--- src/rtl/pe_psum_injector.sv ---
// Network-interface stage packing up to three 8-bit partial sums into one
// 35-bit NoC packet with a dst/src/type/lane-count header.
module pe_psum_injector #(
    parameter int unsigned              WIDTH      = 35,
    parameter int unsigned              WIDTH_ADDR = 3,
    parameter logic [WIDTH_ADDR-1:0]    SRC_ADDR   = 3'b001,
    parameter logic [WIDTH_ADDR-1:0]    DST_ADDR   = 3'b000,
    parameter int unsigned              LANES      = 3
) (
    input  logic             clk,
    input  logic             rst,
    input  logic             in_valid,
    output logic             in_ready,
    input  logic [7:0]       in_data,
    input  logic             in_last,
    output logic             out_valid,
    input  logic             out_ready,
    output logic [WIDTH-1:0] out_data,
    output logic [15:0]      pkt_count,
    output logic             busy
);

    localparam int unsigned LANE_W    = 2;
    localparam int unsigned PAYLOAD_W = 24;
    localparam int unsigned CNT_W     = 16;

    localparam logic [0:0] S_FILL = 1'b0;
    localparam logic [0:0] S_SEND = 1'b1;

    localparam logic [1:0] TYPE_MORE = 2'b00;
    localparam logic [1:0] TYPE_LAST = 2'b01;

    logic [0:0]           r_state;
    logic [LANE_W-1:0]    r_lane;
    logic [PAYLOAD_W-1:0] r_payload;
    logic                 r_out_valid;
    logic [WIDTH-1:0]     r_out_data;
    logic                 r_in_ready;
    logic [CNT_W-1:0]     r_pkt_count;
    logic                 r_busy;

    logic [0:0]           w_state_nxt;
    logic [LANE_W-1:0]    w_lane_nxt;
    logic [PAYLOAD_W-1:0] w_payload_nxt;
    logic [PAYLOAD_W-1:0] w_payload_ins;
    logic                 w_out_valid_nxt;
    logic [WIDTH-1:0]     w_out_data_nxt;
    logic                 w_in_ready_nxt;
    logic [CNT_W-1:0]     w_pkt_count_nxt;
    logic                 w_busy_nxt;
    logic                 w_accept;
    logic                 w_close;

    assign w_accept = in_valid && r_in_ready;
    assign w_close  = (r_lane == LANE_W'(LANES - 1)) || in_last;

    // Payload with the incoming beat merged into the current lane slot
    always_comb begin
        w_payload_ins = r_payload;
        case (r_lane)
            2'd0:    w_payload_ins[7:0]   = in_data;
            2'd1:    w_payload_ins[15:8]  = in_data;
            2'd2:    w_payload_ins[23:16] = in_data;
            default: w_payload_ins        = r_payload;
        endcase
    end

    // Next-state and registered-output logic
    always_comb begin
        w_state_nxt     = r_state;
        w_lane_nxt      = r_lane;
        w_payload_nxt   = r_payload;
        w_out_valid_nxt = r_out_valid;
        w_out_data_nxt  = r_out_data;
        w_in_ready_nxt  = r_in_ready;
        w_pkt_count_nxt = r_pkt_count;

        case (r_state)
            S_FILL: begin
                if (w_accept) begin
                    w_payload_nxt = w_payload_ins;
                    if (w_close) begin
                        w_state_nxt     = S_SEND;
                        w_out_valid_nxt = 1'b1;
                        w_in_ready_nxt  = 1'b0;
                        w_out_data_nxt  = WIDTH'({DST_ADDR, SRC_ADDR,
                                                  (in_last ? TYPE_LAST : TYPE_MORE),
                                                  r_lane, 1'b0, w_payload_ins});
                    end else begin
                        w_lane_nxt = r_lane + 2'd1;
                    end
                end
            end
            S_SEND: begin
                if (out_ready) begin
                    w_state_nxt     = S_FILL;
                    w_lane_nxt      = '0;
                    w_payload_nxt   = '0;
                    w_out_valid_nxt = 1'b0;
                    w_in_ready_nxt  = 1'b1;
                    w_pkt_count_nxt = r_pkt_count + 16'd1;
                end
            end
            default: begin
                w_state_nxt     = S_FILL;
                w_lane_nxt      = '0;
                w_payload_nxt   = '0;
                w_out_valid_nxt = 1'b0;
                w_in_ready_nxt  = 1'b1;
            end
        endcase

        w_busy_nxt = (w_state_nxt == S_SEND) || (w_lane_nxt != '0);
    end

    // State register; every register reloads from its next value each cycle
    always_ff @(posedge clk or posedge rst) begin
        if (rst) begin
            r_state     <= S_FILL;
            r_lane      <= '0;
            r_payload   <= '0;
            r_out_valid <= 1'b0;
            r_out_data  <= '0;
            r_in_ready  <= 1'b1;
            r_pkt_count <= '0;
            r_busy      <= 1'b0;
        end else begin
            r_state     <= w_state_nxt;
            r_lane      <= w_lane_nxt;
            r_payload   <= w_payload_nxt;
            r_out_valid <= w_out_valid_nxt;
            r_out_data  <= w_out_data_nxt;
            r_in_ready  <= w_in_ready_nxt;
            r_pkt_count <= w_pkt_count_nxt;
            r_busy      <= w_busy_nxt;
        end
    end

    assign in_ready  = r_in_ready;
    assign out_valid = r_out_valid;
    assign out_data  = r_out_data;
    assign pkt_count = r_pkt_count;
    assign busy      = r_busy;

endmodule
--- config.mk ---
export PLATFORM = sky130hd
export DESIGN_NAME = pe_psum_injector
export DESIGN_NICKNAME = d
export VERILOG_FILES = /design/src/rtl/pe_psum_injector.sv
export SDC_FILE = /design/constraint.sdc
export NUM_CORES = 1
export LEC_CHECK = 0
export CAP_MARGIN = 20
export CORE_MARGIN = 2
export CORE_UTILIZATION = 43
export CTS_CLUSTER_SIZE = 40
export DETAILED_ROUTE_END_ITERATION = 16
export GPL_TIMING_DRIVEN = 1
export PLACE_DENSITY = 0.69
export SYNTH_ARGS = -nofsm -noshare
export SYNTH_HDL_FRONTEND = slang
export SYNTH_SLANG_ARGS = --single-unit
--- constraint.sdc ---
create_clock -name clk -period 7.8 [get_ports clk]
set_clock_uncertainty 0.15 [all_clocks]
set_input_delay 1.56 -clock clk [delete_from_list [all_inputs] [get_ports clk]]
set_output_delay 1.56 -clock clk [all_outputs]
set_load 0.005 [all_outputs]
==> results.yml <==
synth:
  synth_top_family_by_area: "simple AND/OR/NAND/NOR gates"
  synthMuxAreaShare: 0.0728
  synth_area_leaders: "dfrtp_1 (55%), nand2_1 (7.9%), mux2i_1 (7.3%)"
  postSynthCellCount: 324
  synth-seq-area-share: 0.562
  ys.warnings.count: 0
  synth_top_area_cell: "dfrtp_1"
  synth_area_per_cell_um2: 10.2
  syn_area_um2: 3300
  ys_ff_latch: 74
  synth-compound-area-share: 0.0854
  yosys.area_share.simple: 0.166
  synth_top_area_frac: 0.554
  synth-xor-area-share: 0.0398
  synth_fa_ha_area_frac: 0.0152
  synth.distinct_cells: 32
setup_path:
  worst-setup-path-type: "flop to output pin"
  arrival_ns: 1.37
  startpoint_type: "flop"
  crit_path_max_incr_delay_ns: 0.54
  cp_top_family: "flip-flops"
  cp-end-kind: "output pin"
  worst_path_max_delay_cell: "dfstp_2"
  cp_cell_sequence: "clkdlybuf4s50_1"
  worst-path-max-fanout: 3
  cp.required_ns: 6.09
  cp.buffers_inverters: 1
grt:
  grt_pass1_vias: 2362
  grt_overflow: 0
  grt_pass1_wl_mm: 11.3
  grt_antenna_before_repair: 0
  grt_max_degree: 75
  grt.total_usage: 0.171
floorplanning:
  initial_core_util: 0.450
  core-area_um2: 7330
  ios: 67
  dieWidth_um: 91.6
  fp-row-count: 31
  die-area_um2: 8390
  die_h_um: 91.6
clock_network:
  htree_num_levels: 3
  cts.clk_slew.worst_paths_ns: 0.07
  cts_tree: "built"
  root_buffer: "clkbuf_8"
  cts.sinks: 74
  cts_inserted_buffers: 9
  cts_setup_buffers: 0
  worst_skew_pair.late_latency_ns: 0.35
  cts-resized-gates: 0
  holdBufCountCts: 0
  ctsLongestPathBuffers: 2
routing:
  viasPerCell: 4.88
  met3_length_um: 371
  num_vias: 2341
  wl_mm: 6.54
  dr_wl_met2_mm: 2.97
  drtAntennaViolNets: 0
  drtPass1Iterations: 4
  drt-initial-drc-count: 128
  wl_met1_mm: 3.07
  top_layer: "met4"
  wl_per_cell_um: 13.6
  drc: 0
timing:
  finalSetupTns_ns: 0
  setup_violations: 0
  timing.hold.ws_ns: 0.315
  clock.fmax_ghz: 0.325
  slew_headroom: 0.393
  drv_slew: 0
  hold_viol_final: 0
  tightest_slew_ns: 0.911
  min_period_over_period: 0.395
  rsz0062_at_grt: "no"
  fin_crit_ns: 3.08
pwr:
  cellPowerDensity_nw_per_um2: 354
  p_leak_uw: 0.00179
  irDropWorstVdd_mv: 0.225
  power.total_uw: 1450
finish:
  final_nets: 394
  fin_util: 0.556
  area_delta_synth_final_pct: 23.6
  drive_gt1_frac: 0.0604
  layout_commonest_cell: "dfrtp_1"
  mostFrequentLayoutCells: "dfrtp_1 (73), nand2_1 (69), clkdlybuf4s50_1 (59)"
  antenna_cells: 0
placement:
  gp_congestion: 0.825
  io_buffers: 59
  hpwlAfterDp_mm: 4.47
min_path:
  min_path_type: "flop to flop"
flow_run:
  cap_violations: 0
status:
  status: "complete, no violations"
==> power breakdown <==
part / leakage (µW) / internal (µW) / total, µW / switching [µW]
sequential: 0.000934 / 536 / 627 / 91.2
clock: 0.000106 / 172 / 305 / 133
combinational: 0.000754 / 281 / 514 / 232
total: 0.00179 / 989 / 1450 / 456
==> area by class of cell <==
type / instances / area, µm²
fill: 646 / 3250
sequential: 74 / 1850
multi-input combinational: 227 / 1280
timing repair buffer: 61 / 606
clock buffer: 13 / 169
tap: 99 / 124
clock inverter: 2 / 35.0
inverter: 4 / 15.0
==> cell usage after synthesis (all sizes together) <==
library cell   n
clkbuf         3
buf           22
and4           1
ha             4
o21ai         29
conb           1
and3b          1
nand3          6
inv            4
dfrtp         73
o211ai         1
nand2         69
nor2          29
xnor2         10
nand4          3
and3           1
and2           5
a21oi         25
nor3           2
dfstp          1
nand4b         1
nand2b         1
mux2i         24
nor4           2
and2b          1
xor2           5
==> metrics by stage <==
step	setup WS (ns)	area, µm²	instances
2_1_floorplan	4.21	3320	330
3_3_place_gp	4.39	3870	465
3_5_place_dp	4.37	3870	465
4_1_cts	4.70	4080	480
5_1_grt	4.61	4080	480
6_report	4.72	4080	480
==> cells by family after synthesis <==
| family | count (synthesis) |
|---|---|
| adders and majority gates | 4 |
| other | 1 |
| xor gates and xnor gates | 15 |
| AOI/OAI and AO/OA | 55 |
| buffers and inverters | 29 |
| and+or+nand+nor | 122 |
| DFF | 74 |
| muxes | 24 |
==> worst register-to-register path, stage by stage (launching register included) <==
cell and delay (ns):
dfrtp_1 0.39, inv_1 0.15, ha_1 0.56, nor2_1 0.17
and2b_4 0.63, nor2_1 0.10, a21oi_1 0.13
==> per-layer routing <==
metal / vias up / GRT usage
met5: - / 0
met4: 0 / 0.0657
met3: 14 / 0.0598
met2: 64 / 0.259
met1: 1101 / 0.226
li1: 1162 / -
==> path summary, 6_finish.rpt <==
check | startpoint | to | slack [ns] | cells past startpoint
worst max register to register | r_lane[0]$_DFF_PP0_ | out_data[5]$_DFFE_PP0P_ | 5.45 | 6
min in group asynchronous | rst | pkt_count[15]$_DFFE_PP0P_ | 1.66 | 3
worst min register to register | in_ready$_DFFE_PP1P_ | in_ready$_DFFE_PP1P_ | 0.31 | 2
worst min-delay path | in_ready$_DFFE_PP1P_ | in_ready$_DFFE_PP1P_ | 0.31 | 2
worst max-delay path | in_ready$_DFFE_PP1P_ | in_ready | 4.72 | 1
max in group asynchronous | rst | r_payload[8]$_DFFE_PP0P_ | 5.24 | 3
==> registers in the layout, indices dropped and copies added, names as in the netlist <==
signal and count:
pkt_count 16, out_data 28, r_lane 2, in_ready 1, r_state 1, busy 1
out_valid 1, r_payload 24
No activity file was read; power rests on OpenSTA's default activity.
